==> config.mk <==
export PLATFORM = sky130hd
export DESIGN_NAME = rca_pipe_collect_flat
export DESIGN_NICKNAME = d
export VERILOG_FILES = /design/src/rtl/rca_pipe_collect_if.sv /design/src/rtl/rca_pipe_collect.sv /design/src/flat_wrapper.sv
export SDC_FILE = /design/constraint.sdc
export NUM_CORES = 1
export LEC_CHECK = 0
export CAP_MARGIN = 20
export CORE_MARGIN = 2
export CORE_UTILIZATION = 38
export CTS_CLUSTER_DIAMETER = 200
export DETAILED_ROUTE_END_ITERATION = 8
export DONT_BUFFER_PORTS = 1
export HOLD_SLACK_MARGIN = 0.15
export RECOVER_POWER = 100
export SETUP_SLACK_MARGIN = 0.02
export SLEW_MARGIN = 10
export SYNTH_ARGS = -nofsm -noshare
export SYNTH_HDL_FRONTEND = slang
export SYNTH_SLANG_ARGS = --single-unit
==> constraint.sdc <==
create_clock -name clk -period 5.2 [get_ports clk]
set_input_delay 1.04 -clock clk [delete_from_list [all_inputs] [get_ports clk]]
set_output_delay 1.04 -clock clk [all_outputs]
set_load 0.02 [all_outputs]
==> src/rtl/rca_pipe_collect_if.sv <==
// Handshake bundle between the adder/upstream issuer, the collect stage and the
// result consumer.
interface rca_pipe_collect_if #(
  parameter int unsigned WIDTH = 8
);
  logic             in_valid;
  logic             in_ready;
  logic [WIDTH-1:0] sum_in;
  logic             cout_in;
  logic             out_valid;
  logic             out_ready;
  logic [WIDTH:0]   out_data;

  modport master (
    output in_valid, sum_in, cout_in, out_ready,
    input  in_ready, out_valid, out_data
  );

  modport slave (
    input  in_valid, sum_in, cout_in, out_ready,
    output in_ready, out_valid, out_data
  );
endinterface

==> src/rtl/rca_pipe_collect.sv <==
// Result-collection stage for a valid-less pipelined adder: tags issue cycles,
// captures {cout, sum} LAT edges later into a credit-protected show-ahead FIFO.
module rca_pipe_collect #(
  parameter int unsigned LAT   = 8,
  parameter int unsigned DEPTH = 16,
  parameter int unsigned WIDTH = 8
) (
  input  logic               clk,
  input  logic               rst_n,
  rca_pipe_collect_if.slave  bus
);

  localparam int unsigned CW = $clog2(DEPTH + 1);
  localparam int unsigned PW = $clog2(DEPTH);
  localparam int unsigned DW = WIDTH + 1;

  logic [LAT-1:0] tag_q, tag_d;
  logic [CW-1:0]  inflight_q, inflight_d;
  logic [CW-1:0]  count_q, count_d;
  logic [PW-1:0]  wr_ptr_q, wr_ptr_d;
  logic [PW-1:0]  rd_ptr_q, rd_ptr_d;
  logic [DW-1:0]  mem_q [DEPTH];

  logic fire_c, wr_c, pop_c, in_ready_c, out_valid_c;

  // Credits come from registered occupancy only, so out_ready never reaches in_ready.
  assign in_ready_c  = ((CW+1)'(count_q) + (CW+1)'(inflight_q)) < (CW+1)'(DEPTH);
  assign out_valid_c = (count_q != '0);
  assign fire_c      = bus.in_valid && in_ready_c;
  assign wr_c        = tag_q[LAT-1];
  assign pop_c       = out_valid_c && bus.out_ready;

  assign bus.in_ready  = in_ready_c;
  assign bus.out_valid = out_valid_c;
  assign bus.out_data  = out_valid_c ? mem_q[rd_ptr_q] : '0;

  always_comb begin
    tag_d      = (tag_q << 1) | LAT'(fire_c);
    inflight_d = inflight_q;
    count_d    = count_q;
    wr_ptr_d   = wr_ptr_q;
    rd_ptr_d   = rd_ptr_q;

    unique case ({fire_c, wr_c})
      2'b10:   inflight_d = inflight_q + CW'(1);
      2'b01:   inflight_d = inflight_q - CW'(1);
      default: inflight_d = inflight_q;
    endcase

    unique case ({wr_c, pop_c})
      2'b10:   count_d = count_q + CW'(1);
      2'b01:   count_d = count_q - CW'(1);
      default: count_d = count_q;
    endcase

    if (wr_c)  wr_ptr_d = wr_ptr_q + PW'(1);
    if (pop_c) rd_ptr_d = rd_ptr_q + PW'(1);
  end

  always_ff @(posedge clk or negedge rst_n) begin
    if (!rst_n) begin
      tag_q      <= '0;
      inflight_q <= '0;
      count_q    <= '0;
      wr_ptr_q   <= '0;
      rd_ptr_q   <= '0;
    end else begin
      tag_q      <= tag_d;
      inflight_q <= inflight_d;
      count_q    <= count_d;
      wr_ptr_q   <= wr_ptr_d;
      rd_ptr_q   <= rd_ptr_d;
    end
  end

  // Storage is left unreset; out_data is masked while the FIFO is empty.
  always_ff @(posedge clk) begin
    if (wr_c) mem_q[wr_ptr_q] <= {bus.cout_in, bus.sum_in};
  end

endmodule

==> src/flat_wrapper.sv <==
// flat-port wrapper written by rule: the top's interface ports become plain ports
module rca_pipe_collect_flat 
#(
  parameter int unsigned LAT   = 8,
  parameter int unsigned DEPTH = 16,
  parameter int unsigned WIDTH = 8
)
  (clk, rst_n, bus_in_valid, bus_sum_in, bus_cout_in, bus_out_ready, bus_in_ready, bus_out_valid, bus_out_data);
  rca_pipe_collect_if #(.WIDTH(WIDTH)) bus_i ();
  input  logic clk;
  input  logic rst_n;
  input wire logic [$bits(bus_i.in_valid)-1:0] bus_in_valid;
  input wire logic [$bits(bus_i.sum_in)-1:0] bus_sum_in;
  input wire logic [$bits(bus_i.cout_in)-1:0] bus_cout_in;
  input wire logic [$bits(bus_i.out_ready)-1:0] bus_out_ready;
  output wire logic [$bits(bus_i.in_ready)-1:0] bus_in_ready;
  output wire logic [$bits(bus_i.out_valid)-1:0] bus_out_valid;
  output wire logic [$bits(bus_i.out_data)-1:0] bus_out_data;
  assign bus_i.in_valid = bus_in_valid;
  assign bus_i.sum_in = bus_sum_in;
  assign bus_i.cout_in = bus_cout_in;
  assign bus_i.out_ready = bus_out_ready;
  assign bus_in_ready = bus_i.in_ready;
  assign bus_out_valid = bus_i.out_valid;
  assign bus_out_data = bus_i.out_data;
  rca_pipe_collect #(.LAT(LAT), .DEPTH(DEPTH), .WIDTH(WIDTH)) u_core (.clk(clk), .rst_n(rst_n), .bus(bus_i));
endmodule
# After elaboration in Yosys (flattened, before gate mapping)
# Memory sizes are Yosys's and may differ from the RTL's.
# Index checks and enable logic that the tools add are counted.
# op_classes
add_sub_neg	7
magnitude_cmp	1
eq_ne	4
mux	5
bitwise	1
reduce_logical	5
# ops
operator	n
5-bit one-hot mux with 2 select lines	2
5-bit by 1-bit adder with 5-bit output, second input constant	2
5-bit by 1-bit subtractor with 5-bit output, second input constant	2
9-bit 2-to-1 mux	1
4-bit by 1-bit adder with 4-bit output, second input constant	2
8-bit by 1-bit OR with 8-bit output	1
5-bit by 5-bit adder with 6-bit output	1
6-bit by 5-bit < comparator with 1-bit output, second input constant	1
5-bit nonzero test	1
2-bit by 1-bit equality test with 1-bit output, second input constant	2
2-bit equality test, second input constant	2
2-bit nonzero test	2
1-bit logical AND	2
1-bit 2-to-1 mux	2
# totals
ff_bits	26
mem_bits_rw	144
inputBits	13
output_inout_bits	11
wordCells	29
mem_count	1
# memory_table
memory	words	word_bits	rd	rd_clocked_by_memory_dff	wr	line_no	text
u_core.mem_q	16	9	1	0	1	rca_pipe_collect.sv:22	logic [DW-1:0] mem_q [DEPTH];

# Depth between registers and ports, before layout
# Gate-level depths: netlist of run 1.
# depth
depth_word	5
depth_mapped	11
depth_no_buf	11

# Worst setup path before layout of run 1
# OpenSTA, ideal clock, no wires.
# synth_path
path_kind	register -> register
startpoint	reg u_core.count_q[1]
endpoint	reg u_core.inflight_q[4]
setup_time_ns	0.104
arrival_ns	3.163
t_required_ns	5.096
slack_ns	1.933
stages_incl_launch_ff	11
path_buffers	0
synth_period_minus_slack_ns	3.267
cell_sequence	dfrtp_1 ha_1 a31o_1 a21o_1 a2111oi_2 nand2_1 ha_1 fa_1 a21oi_1 o21ai_0 o311ai_1
# synth_via
elab_chain_len	5
elab_cells_between_ends	7
classes_between	1 x add/sub; 1 x order compare; 2 x eq/ne; 1 x mux; 2 x reduce/logical
# synth_lines
item	line_no	text
start, declared	rca_pipe_collect.sv:19	logic [CW-1:0] count_q, count_d;
start signal, assigned	rca_pipe_collect.sv:70	count_q <= count_d;
5-bit by 5-bit adder with 6-bit output *	rca_pipe_collect.sv:27	assign in_ready_c = ((CW+1)'(count_q) + (CW+1)'(inflight_q)) < (CW+1)'(DEPTH);
6-bit by 5-bit < comparator with 1-bit output *	rca_pipe_collect.sv:27	
named net bus_in_ready	flat_wrapper.sv:16	output wire logic [$bits(bus_i.in_ready)-1:0] bus_in_ready;
1-bit logical AND *	rca_pipe_collect.sv:29	assign fire_c = bus.in_valid && in_ready_c;
2-bit by 1-bit equality test with 1-bit output / 2-bit equality test (equally long branches)	rca_pipe_collect.sv:44	unique case ({fire_c, wr_c})
5-bit one-hot mux with 2 select lines / 2-bit nonzero test (equally long branches)	--	
end signal, assigned	rca_pipe_collect.sv:69	inflight_q <= inflight_d;
end, declared	rca_pipe_collect.sv:18	logic [CW-1:0] inflight_q, inflight_d;
# Mark *: on every way through the listed nets, which the timed path passes. The rest lies on a longest branch.
# A chain may end at the register's enable or synchronous reset.

# Worst setup path in the final report of run 1
# layout_path
startpoint	reg u_core.inflight_q[1]
endpoint	reg u_core.inflight_q[4]
# layout_via
elab_chain_len	5
elab_cells_between_ends	9
classes_between	3 x add/sub; 1 x order compare; 2 x eq/ne; 1 x mux; 2 x reduce/logical
# layout_lines
item	line_no
5-bit by 5-bit adder with 6-bit output *	rca_pipe_collect.sv:27
6-bit by 5-bit < comparator with 1-bit output *	rca_pipe_collect.sv:27
named net bus_in_ready	flat_wrapper.sv:16
1-bit logical AND *	rca_pipe_collect.sv:29
2-bit by 1-bit equality test with 1-bit output / 2-bit equality test (equally long branches)	rca_pipe_collect.sv:44
5-bit one-hot mux with 2 select lines / 2-bit nonzero test (equally long branches)	--
# Marks and branches as above.

==> results.md, run 1 <==
* Status: complete, but fails checks
* Violated checks: max-capacitance violations, max-slew violations
* Layout cells sized above 1 at 0.150
* Yosys reg bits at 170
* Fin area at 0.00786 sq mm
* Root Buffer: clkbuf_16
* Library cells used by synthesis at 42
* CP endpoint kind: flip-flop
* Die height at 140 microns
* Placed insts at 594
* Hold slack at 0.311 ns
* Via count at 3343
* Commonest cells post-synth: edfxtp_1 (144), dfrtp_1 (26), mux4_1 (18), mux4_2 (18), ha_1 (17)
* Setup TNS at 0 ns
* Std cell rows at 49
* Maximum VDD drop at 0.332 mV
* Overall Global Routing Usage at 0.146
* DR WL/cell at 21.4 microns
* Post-route minimum period at 4.23 ns
* Vias in the first global route at 3544
* Post-Layout Cell Count at 629
* Post-Place Setup Slack at 1.68 ns
* Least-Margin Pin Slew at 1.76 ns
* Final Power at 4.33 mW
* Highest clock rate at 237 MHz
* Sequential fraction of the synthesis area at 0.704
* Initial detailed-routing violation count at 169
* Clock Path Buffers at 2
* RSZ-0062 raised after global routing: no
* Total I/O pin count at 24
* Final Net Count at 419
* CTS resizes at 0
* Area occupied by registers at 0.00498 sq mm
* Hold Fails Final Rpt at 0
* Rel. slew slack at -0.206
* Post-synth top area cell: edfxtp_1
* Critical path class: reg2reg
* Residual DRC at 0
* Most common cell in the netlist: edfxtp_1
* Critical Path Start Type: flip-flop
* Fin crit share at 0.813
* Synth Area per Inst at 18.8 sq um
* CTS tree: done
* Util after Layout at 0.435
* Worst EP required at 5.52 ns
* # Post-CTS Setup Buffers at 0
* Total gr overflow at 0
* Primary FF master, synth: edfxtp_1
* Post-route worst setup slack at 0.973 ns
* Power per cell area at 551 mW/mm^2
* Clock-pin slew on the worst setup and hold paths at 0.07 ns
* LEAKAGE at 2.69 nW
* Post-DP Area at 0.00728 sq mm
* First-pass GRT wire length at 21.1 mm
* Asr flop ratio synth at 0.153
* Avg Vias per Cell at 5.31
* Type of the worst min-delay path: in2async
* Number of antenna diodes at 0
* Worst-skew pair later-pin latency at 0.42 ns
* H-Tree Depth at 4
* Gate Count Post-Synth at 376
* Drt first pass iters at 4
* Die width at 140 microns
* Setup violators final at 0
* Number of synthesis warnings at 0
* Initial antenna violation count at 0
* ANT nets after route at 0
* Area growth from synthesis to layout at 11.2%
* Core ar. at 0.0181 sq mm
* Max Cap Violations at 1
* CTS Hold Bufs at 0
* Crit Path Max Fanout at 9
* Final slew viol count at 3
* Net Count, Synth at 408
* Die area at 0.0197 sq mm
* Footprint of the multi-input gates at 0.00192 sq mm
* Placer Congestion at 0.743
* Synth Cell Area at 0.00707 sq mm
* Synth area leaders: edfxtp_1 (61%), dfrtp_1 (9.2%), mux4_1 (6.7%)
* Starting Density at 0.391
* Port bufs at 0
* Wirelength, routed at 13.5 mm
* CTS sink cnt at 170
* Layout Skew at 0.0109 ns
* Critical Path AT at 4.55 ns
* Synth top area share at 0.612
* Number of synthesized flops with an enable pin at 144
* Clock buffer count from CTS at 17
* Dpl hpwl at 8.62 mm
* Pin count of the biggest net entering global routing at 40
* Filler cell count at 1555
[cells in the final DEF, fill, tap and decap left out, types with 12 or more instances in the layout]
master	n
mux4_2	18
dfrtp_1	25
mux4_1	18
o21ai_0	14
nor2_1	13
ha_1	17
a21oi_1	12
nand2_1	16
edfxtp_1	144
clkbuf_16	17
[worst max-delay path: stages (launching register included)]
cell and delay (ns):
dfrtp_1 0.42, ha_1 0.29, a31o_1 0.21, a21o_1 0.17, a2111oi_0 1.44, nand2_1 0.16
ha_1 0.38, fa_1 0.43, a21oi_1 0.23, o21ai_0 0.14, o311ai_1 0.26
[final timing paths]
path / cells past startpoint / slack (ns) / startpoint / to
max: 10 / 0.97 / u_core.inflight_q[1] / u_core.inflight_q[4]
min: 0 / 0.31 / rst_n / u_core.inflight_q[3]
max reg2reg: 10 / 0.97 / u_core.inflight_q[1] / u_core.inflight_q[4]
min reg2reg: 0 / 0.35 / u_core.tag_q[6] / u_core.tag_q[7]
max in group asynchronous: 0 / 4.79 / rst_n / u_core.rd_ptr_q[1]
min in group clk: 0 / 0.35 / u_core.tag_q[6] / u_core.tag_q[7]
[per-layer routing]
metal | GRT usage | wire length, microns
met5 | 0 | 0
met4 | 0.0415 | 70
met3 | 0.0386 | 686
met2 | 0.239 | 6740
met1 | 0.192 | 5960
[state kept, by name, summed over array words and instances (netlist names)]
name	flops
u_core.mem_q	144
u_core.tag_q	8
u_core.count_q	5
u_core.inflight_q	5
u_core.rd_ptr_q	4
u_core.wr_ptr_q	4
[power breakdown]
group / switching, mW / internal [mW]
Sequential: 0.247 / 1.62
Clock: 0.557 / 0.680
Combinational: 0.642 / 0.577
[cells by family (layout without fill, tap and decap cells)]
kind of cell | count (synthesis) | count (layout) | synth area share
XOR/XNOR | 12 | 12 | 0.0149
adder cells (fa/ha/maj) | 19 | 19 | 0.0358
multiplexers | 56 | 56 | 0.155
AND/OR/NAND/NOR | 50 | 50 | 0.0331
buffers and inverters | 28 | 52 | 0.0232
AO/OA/AOI/OAI | 41 | 41 | 0.0349
flip-flops | 170 | 170 | 0.704
[area by class of cell]
cell class	instances	share of cell area
Sequential cell	170	0.633
Multi-Input combinational cell	178	0.245
Clock buffer	18	0.0546
Tap cell	229	0.0365
Clock inverter	14	0.0201
Timing Repair Buffer	10	0.00621
Inverter	10	0.00478
No activity file was read; power rests on OpenSTA's default activity.
==> inputs of run 2 (changes only) <==
clock period = 4.4 ns   (was 5.2 ns; I/O delays follow)
==> results.md, run 2 (synthesis gave the netlist of run 1 again) <==
* Initial antenna violation count at 0 (unchanged)
* Status: finished, final reports clean
* Post-DP Area at 0.00729 sq mm (+0.15%)
* Crit Path Max Fanout at 25 (+16)
* Drt first pass iters at 4 (unchanged)
* LEAKAGE at 2.71 nW (+0.62%)
* Layout cells sized above 1 at 0.155 (+0.00500)
* Power per cell area at 657 mW/mm^2 (+19%)
* Most flop-heavy register: u_core.mem_q
* R2R Setup Slk at 0.83 ns (-0.14 ns)
* Sequential share of power at 0.415 (-0.017)
* H-Tree Depth at 4 (unchanged)
* Initial detailed-routing violation count at 217 (+28%)
* Number of antenna diodes at 0 (unchanged)
* Most frequent cells in the layout: edfxtp_1 (144), dfrtp_1 (26), mux4_2 (18), mux4_1 (18)
* Overall Global Routing Usage at 0.144 (-0.00158)
* Area growth from synthesis to layout at 11.6%
* Final slew viol count at 0 (-3)
* First-pass GRT wire length at 20.7 mm (-1.6%)
* Placer Congestion at 0.734 (-1.2%)
* Max Cap Violations at 0 (-1)
* Switching Share at 0.337 (+0.00271)
* Combinational share of power at 0.297 (+0.015)
* Rel. slew slack at 0.0170 (+0.223)
* Core ar. at 0.0181 sq mm (unchanged)
* Root Buffer: clkbuf_16
* Total gr overflow at 0 (unchanged)
* Largest register FFs at 144 (unchanged)
* Reg-to-reg endpoint: u_core.inflight_q[4]
* Critical Path AT at 2.87 ns (-1.68 ns)
* Maximum VDD drop at 0.380 mV (+14%)
* Fin area at 0.00789 sq mm (+0.41%)
* Post-Place Setup Slack at 0.826 ns (-0.853 ns)
* Highest clock rate at 267 MHz
* Internal at 3.44 mW (+19%)
* RSZ-0062 raised after global routing: no
* Clock buffer count from CTS at 17 (unchanged)
* Avg Vias per Cell at 5.30 (-0.36%)
* Port bufs at 0 (unchanged)
* Starting Density at 0.391 (unchanged)
* Setup violators final at 0 (unchanged)
* Most common library cell in the layout ignoring fill and taps: edfxtp_1
* DR WL/cell at 21.0 microns (-1.7%)
* Largest registers: u_core.mem_q x144, u_core.tag_q x8
* Switching Power at 1.75 mW (+21%)
* Setup TNS at 0 ns (unchanged)
* CTS sink cnt at 170 (unchanged)
* Post-route minimum period at 3.75 ns
* Die area at 0.0197 sq mm (unchanged)
* Total I/O pin count at 24 (unchanged)
* Die width at 140 microns (unchanged)
* Layout Skew at 0.0112 ns (+0.000389 ns)
* Critical Path End: bus_out_data[1]
* Clock-pin slew on the worst setup and hold paths at 0.07 ns (about the same)
* Least-Margin Pin Slew at 1.47 ns (-0.289 ns)
* Type of the worst min-delay path: reg2reg
* R2R depth at 10 (unchanged)
* Via count at 3331 (-0.36%)
* Post-route worst setup slack at 0.648 ns (-0.325 ns)
* Critical Path Start Type: flip-flop
* Critical path class: reg2out
* Clock share of power at 0.288 (+0.002)
* Vias in the first global route at 3482 (-1.7%)
* Hold Fails Final Rpt at 0 (unchanged)
* ANT nets after route at 0 (unchanged)
* Worst reg2reg startpoint: u_core.inflight_q[1]
* Residual DRC at 0 (unchanged)
* Worst Setup SP: u_core.rd_ptr_q[1]
* Die height at 140 microns (unchanged)
* Final Net Count at 419 (unchanged)
* Worst-skew pair later-pin latency at 0.43 ns (about the same)
* Wirelength, routed at 13.2 mm (-1.7%)
* CP endpoint kind: output port
* Worst EP required at 3.52 ns (-2.00 ns)
* Pin count of the biggest net entering global routing at 30 (-25%)
* Clock Path Buffers at 2 (unchanged)
* CTS tree: done
* Fin crit share at 0.853
* Dpl hpwl at 8.40 mm (-2.6%)
* Std cell rows at 49 (unchanged)
run 2: worst min path at each step:
| stage | cells past startpoint | slack (ns) | from | endpoint |
|---|---|---|---|---|
| detailed placement | 0 | 0.33 | u_core.tag_q[6] | u_core.tag_q[7] |
| global placement | 0 | 0.33 | u_core.tag_q[6] | u_core.tag_q[7] |
| CTS | 1 | 0.26 | rst_n | u_core.inflight_q[3] |
| finish | 0 | 0.35 | u_core.tag_q[6] | u_core.tag_q[7] |
| floorplan | 0 | 0.33 | u_core.tag_q[0] | u_core.tag_q[1] |
| global route | 0 | 0.35 | u_core.tag_q[2] | u_core.tag_q[3] |
run 2: per-layer routing:
| layer | wire [microns] | vias to the layer above | GRT usage | share of wire |
|---|---|---|---|---|
| met3 | 575 | 10 | 0.0349 | 0.043 |
| met5 | 0 | - | 0 | 0 |
| met4 | 153 | 0 | 0.0537 | 0.012 |
| met1 | 5970 | 1719 | 0.191 | 0.45 |
| li1 | - | 1532 | - | - |
| met2 | 6520 | 70 | 0.233 | 0.49 |
run 2: power by group through the flow:
stage	clock, mW	sequential, mW	combinational [mW]
after CTS	1.53	2.16	1.59
after global placement	0	2.18	1.55
after floorplan	0	2.03	1.41
after global routing	1.59	2.18	1.69
after detailed placement	0	2.19	1.58
final	1.49	2.15	1.54
run 2: what timing repair did:
action,4_1_cts,5_1_grt
buffers inserted,0,0
resized for setup,0,0
hold endpoints to repair,26,0
hold buffers,1,0
run 2: final cells by class:
class,instances,area [sq um]
well taps,229,287
fillers,1529,10200
repair buffers,10,61.3
multi-input cells,178,1930
clock buffers,17,425
inverters,10,37.5
flip-flops and latches,170,4970
clock inverters,15,176
run 2: worst max-delay path: stages (launching register included):
cell and delay (ns):
dfrtp_1 0.89, buf_12 0.29, mux4_1 0.60, mux2_2 0.28, o21ai_0 0.19, a21oi_1 0.18
run 2: per-stage QoR:
stage / hold slack, ns / power, mW / cells / util
final: 0.348 / 5.19 / 629 / 0.436
after detailed placement: 0.335 / 3.77 / 594 / 0.403
after global placement: 0.333 / 3.73 / 594 / 0.403
after global routing: 0.352 / 5.47 / 629 / 0.436
after floorplan: 0.331 / 3.43 / 376 / -
after CTS: 0.260 / 5.27 / 627 / 0.438
==> inputs of run 3 (changes only) <==
CORE_UTILIZATION = 30   (was 38)
CTS_BUF_LIST = sky130_fd_sc_hd__clkbuf_2   (was default)
==> results.md, run 3 (synthesis gave the netlist of run 1 again) <==
* Clock Path Buffers at 2 (unchanged)
* Die width at 158 microns (+12%)
* Avg Vias per Cell at 4.68 (-12%)
* Filler cell count at 2224 (+45%)
* Core ar. at 0.0233 sq mm (+29%)
* Hold path startpoint: bus_sum_in[6]
* Vias in the first global route at 3476 (-0.17%)
* Final Net Count at 435 (+3.8%)
* Violated checks: max-capacitance violations, max-slew violations
* H-Tree Depth at 4 (unchanged)
* Most frequent cells in the layout: edfxtp_1 (144), dfrtp_1 (26), mux4_2 (18), mux4_1 (18)
* CTS sink cnt at 170 (unchanged)
* Clock-pin slew on the worst setup and hold paths at 0.29 ns (+0.22 ns)
* CP bufs+invs at 1 (unchanged)
* Footprint of the multi-input gates at 0.00192 sq mm (-0.32%)
* CTS resizes at 0 (unchanged)
* Setup violators final at 0 (unchanged)
* CP max stage cell: dfrtp_1
* # Post-CTS Setup Buffers at 0 (unchanged)
* Area growth from synthesis to layout at 10.3%
* Worst-skew pair later-pin latency at 0.73 ns (+0.30 ns)
* Total gr overflow at 0 (unchanged)
* Initial antenna violation count at 1 (+1)
* Root Buffer: clkbuf_2
* Hold Fails Final Rpt at 0 (unchanged)
* Residual DRC at 0 (unchanged)
* CP delay by family, top: flip-flops
* Hold worst-path end: u_core.mem_q[9][6]
* Rel. slew slack at -0.191 (-0.209)
* Total I/O pin count at 24 (unchanged)
* Highest clock rate at 241 MHz (-9.4%)
* Drt first pass iters at 7 (+3)
* RSZ-0062 raised after global routing: no
* Critical Path AT at 3.26 ns (+0.39 ns)
* Crit Path Max Fanout at 18 (-28%)
* Die height at 158 microns (+12%)
* Via count at 3452 (+3.6%)
* Most flop-heavy register: u_core.mem_q
* DR WL/cell at 19.5 microns (-7.2%)
* Power per cell area at 587 mW/mm^2 (-11%)
* Clock buffer count from CTS at 17 (unchanged)
* Reg-to-reg endpoint: u_core.inflight_q[4]
* Post-route minimum period at 4.14 ns (+0.391 ns)
* Initial detailed-routing violation count at 240 (+11%)
* R2R Setup Slk at 0.72 ns (-0.11 ns)
* Status: complete, but fails checks
* CP endpoint kind: output port
* Final slew viol count at 40 (+40)
* First-pass GRT wire length at 21.0 mm (+1.2%)
* Largest registers: u_core.mem_q x144, u_core.tag_q x8
* Worst Hold Path Cells at 0 (unchanged)
* CTS tree: done
* Most common library cell in the layout ignoring fill and taps: edfxtp_1
* Dpl hpwl at 9.33 mm (+11%)
* LEAKAGE at 2.63 nW (-3.0%)
* Maximum VDD drop at 0.399 mV (+5.0%)
* Max Cap Violations at 4 (+4)
* Placer Congestion at 0.721 (-1.7%)
* Area occupied by registers at 0.00497 sq mm (unchanged)
* Max stage delay on crit path at 1.04 ns (+0.15 ns)
* R2R depth at 11 (+1)
* Layout cells sized above 1 at 0.151 (-0.00356)
* Setup TNS at 0 ns (unchanged)
* Critical path class: reg2out
* Fin crit share at 0.942 (+0.0889)
* Least-Margin Pin Slew at 1.77 ns (+0.299 ns)
* Pin count of the biggest net entering global routing at 31 (+3.3%)
* ANT nets after route at 0 (unchanged)
* Std cell rows at 56 (+14%)
* Type of the worst min-delay path: in2reg
* Wirelength, routed at 14.4 mm (+8.7%)
* Port bufs at 0 (unchanged)
* CTS Hold Bufs at 2 (+1)
* Layout Skew at 0.0459 ns (+0.0346 ns)
* Die area at 0.0248 sq mm (+26%)
* Worst reg2reg startpoint: u_core.inflight_q[1]
* Overall Global Routing Usage at 0.117 (-0.0275)
* Starting Density at 0.303 (-0.0879)
* Final Power at 4.58 mW (-12%)
* Largest register FFs at 144 (unchanged)
* CP Cell Sequence: buf_4, mux4_1, mux2_2, o21ai_0, a21oi_1
* Critical Path Start Type: flip-flop
* Worst EP required at 3.52 ns (about the same)
==> run 3: cell types whose count changed in the layout (fill, tap and decap cells not counted), sizes merged <==
cell         delta
inv             -1
clkinvlp        -1
clkinv          +2
dlygate4sd3    +10
clkbuf          +4
diode           +2
buf             +2
==> run 3: metrics by stage <==
stage	setup WS (ns)	cells	cell area, sq um	hold slack, ns	util
6_report	0.257	737	7800	0.254	0.334
5_1_grt	0.0539	737	7800	0.151	0.334
4_1_cts	0.229	726	7820	0.165	0.335
3_5_place_dp	1.07	692	7510	0.336	0.322
3_3_place_gp	1.08	683	7410	0.332	0.317
2_1_floorplan	1.13	376	7070	0.331	-
==> run 3: power by group <==
part,total [mW],internal (mW),switching [mW]
Clock,0.891,0.253,0.638
Sequential,2.14,1.92,0.224
Combinational,1.55,0.704,0.842
==> run 3: final cells by class <==
cell class                      instances  share of cell area
Sequential cell                       170               0.638
Multi-Input combinational cell        178               0.247
Antenna cell                            2            0.000642
Timing Repair Buffer                   26              0.0229
Clock inverter                         15              0.0250
Tap cell                              319              0.0512
Inverter                               10             0.00481
Clock buffer                           17              0.0109
==> run 3: worst register-to-register path: cells and delay by family, from the launching register on <==
family,cells,cell delay [ns]
DFF,1,0.50
buffers and inverters,1,0.33
adders and majority gates,3,1.05
and+or+nand+nor,1,0.10
AOI/OAI and AO/OA,6,1.60
==> run 3: per-layer routing <==
layer | vias to the layer above | track usage | share of wire
li1 | 1563 | - | -
met1 | 1785 | 0.152 | 0.44
met2 | 94 | 0.191 | 0.48
met3 | 10 | 0.0339 | 0.061
met4 | 0 | 0.0290 | 0.013
met5 | - | 0 | 0
==> run 3: worst max path at each step <==
stage / from / endpoint / slack, ns / cells after the start
finish: u_core.rd_ptr_q[1] / bus_out_data[0] / 0.26 / 5
global route: u_core.rd_ptr_q[1] / bus_out_data[0] / 0.05 / 5
CTS: u_core.rd_ptr_q[1] / bus_out_data[0] / 0.23 / 5
detailed placement: u_core.inflight_q[1] / u_core.inflight_q[4] / 1.07 / 11
global placement: u_core.rd_ptr_q[1] / bus_out_data[0] / 1.08 / 5
floorplan: u_core.count_q[1] / u_core.inflight_q[4] / 1.13 / 10
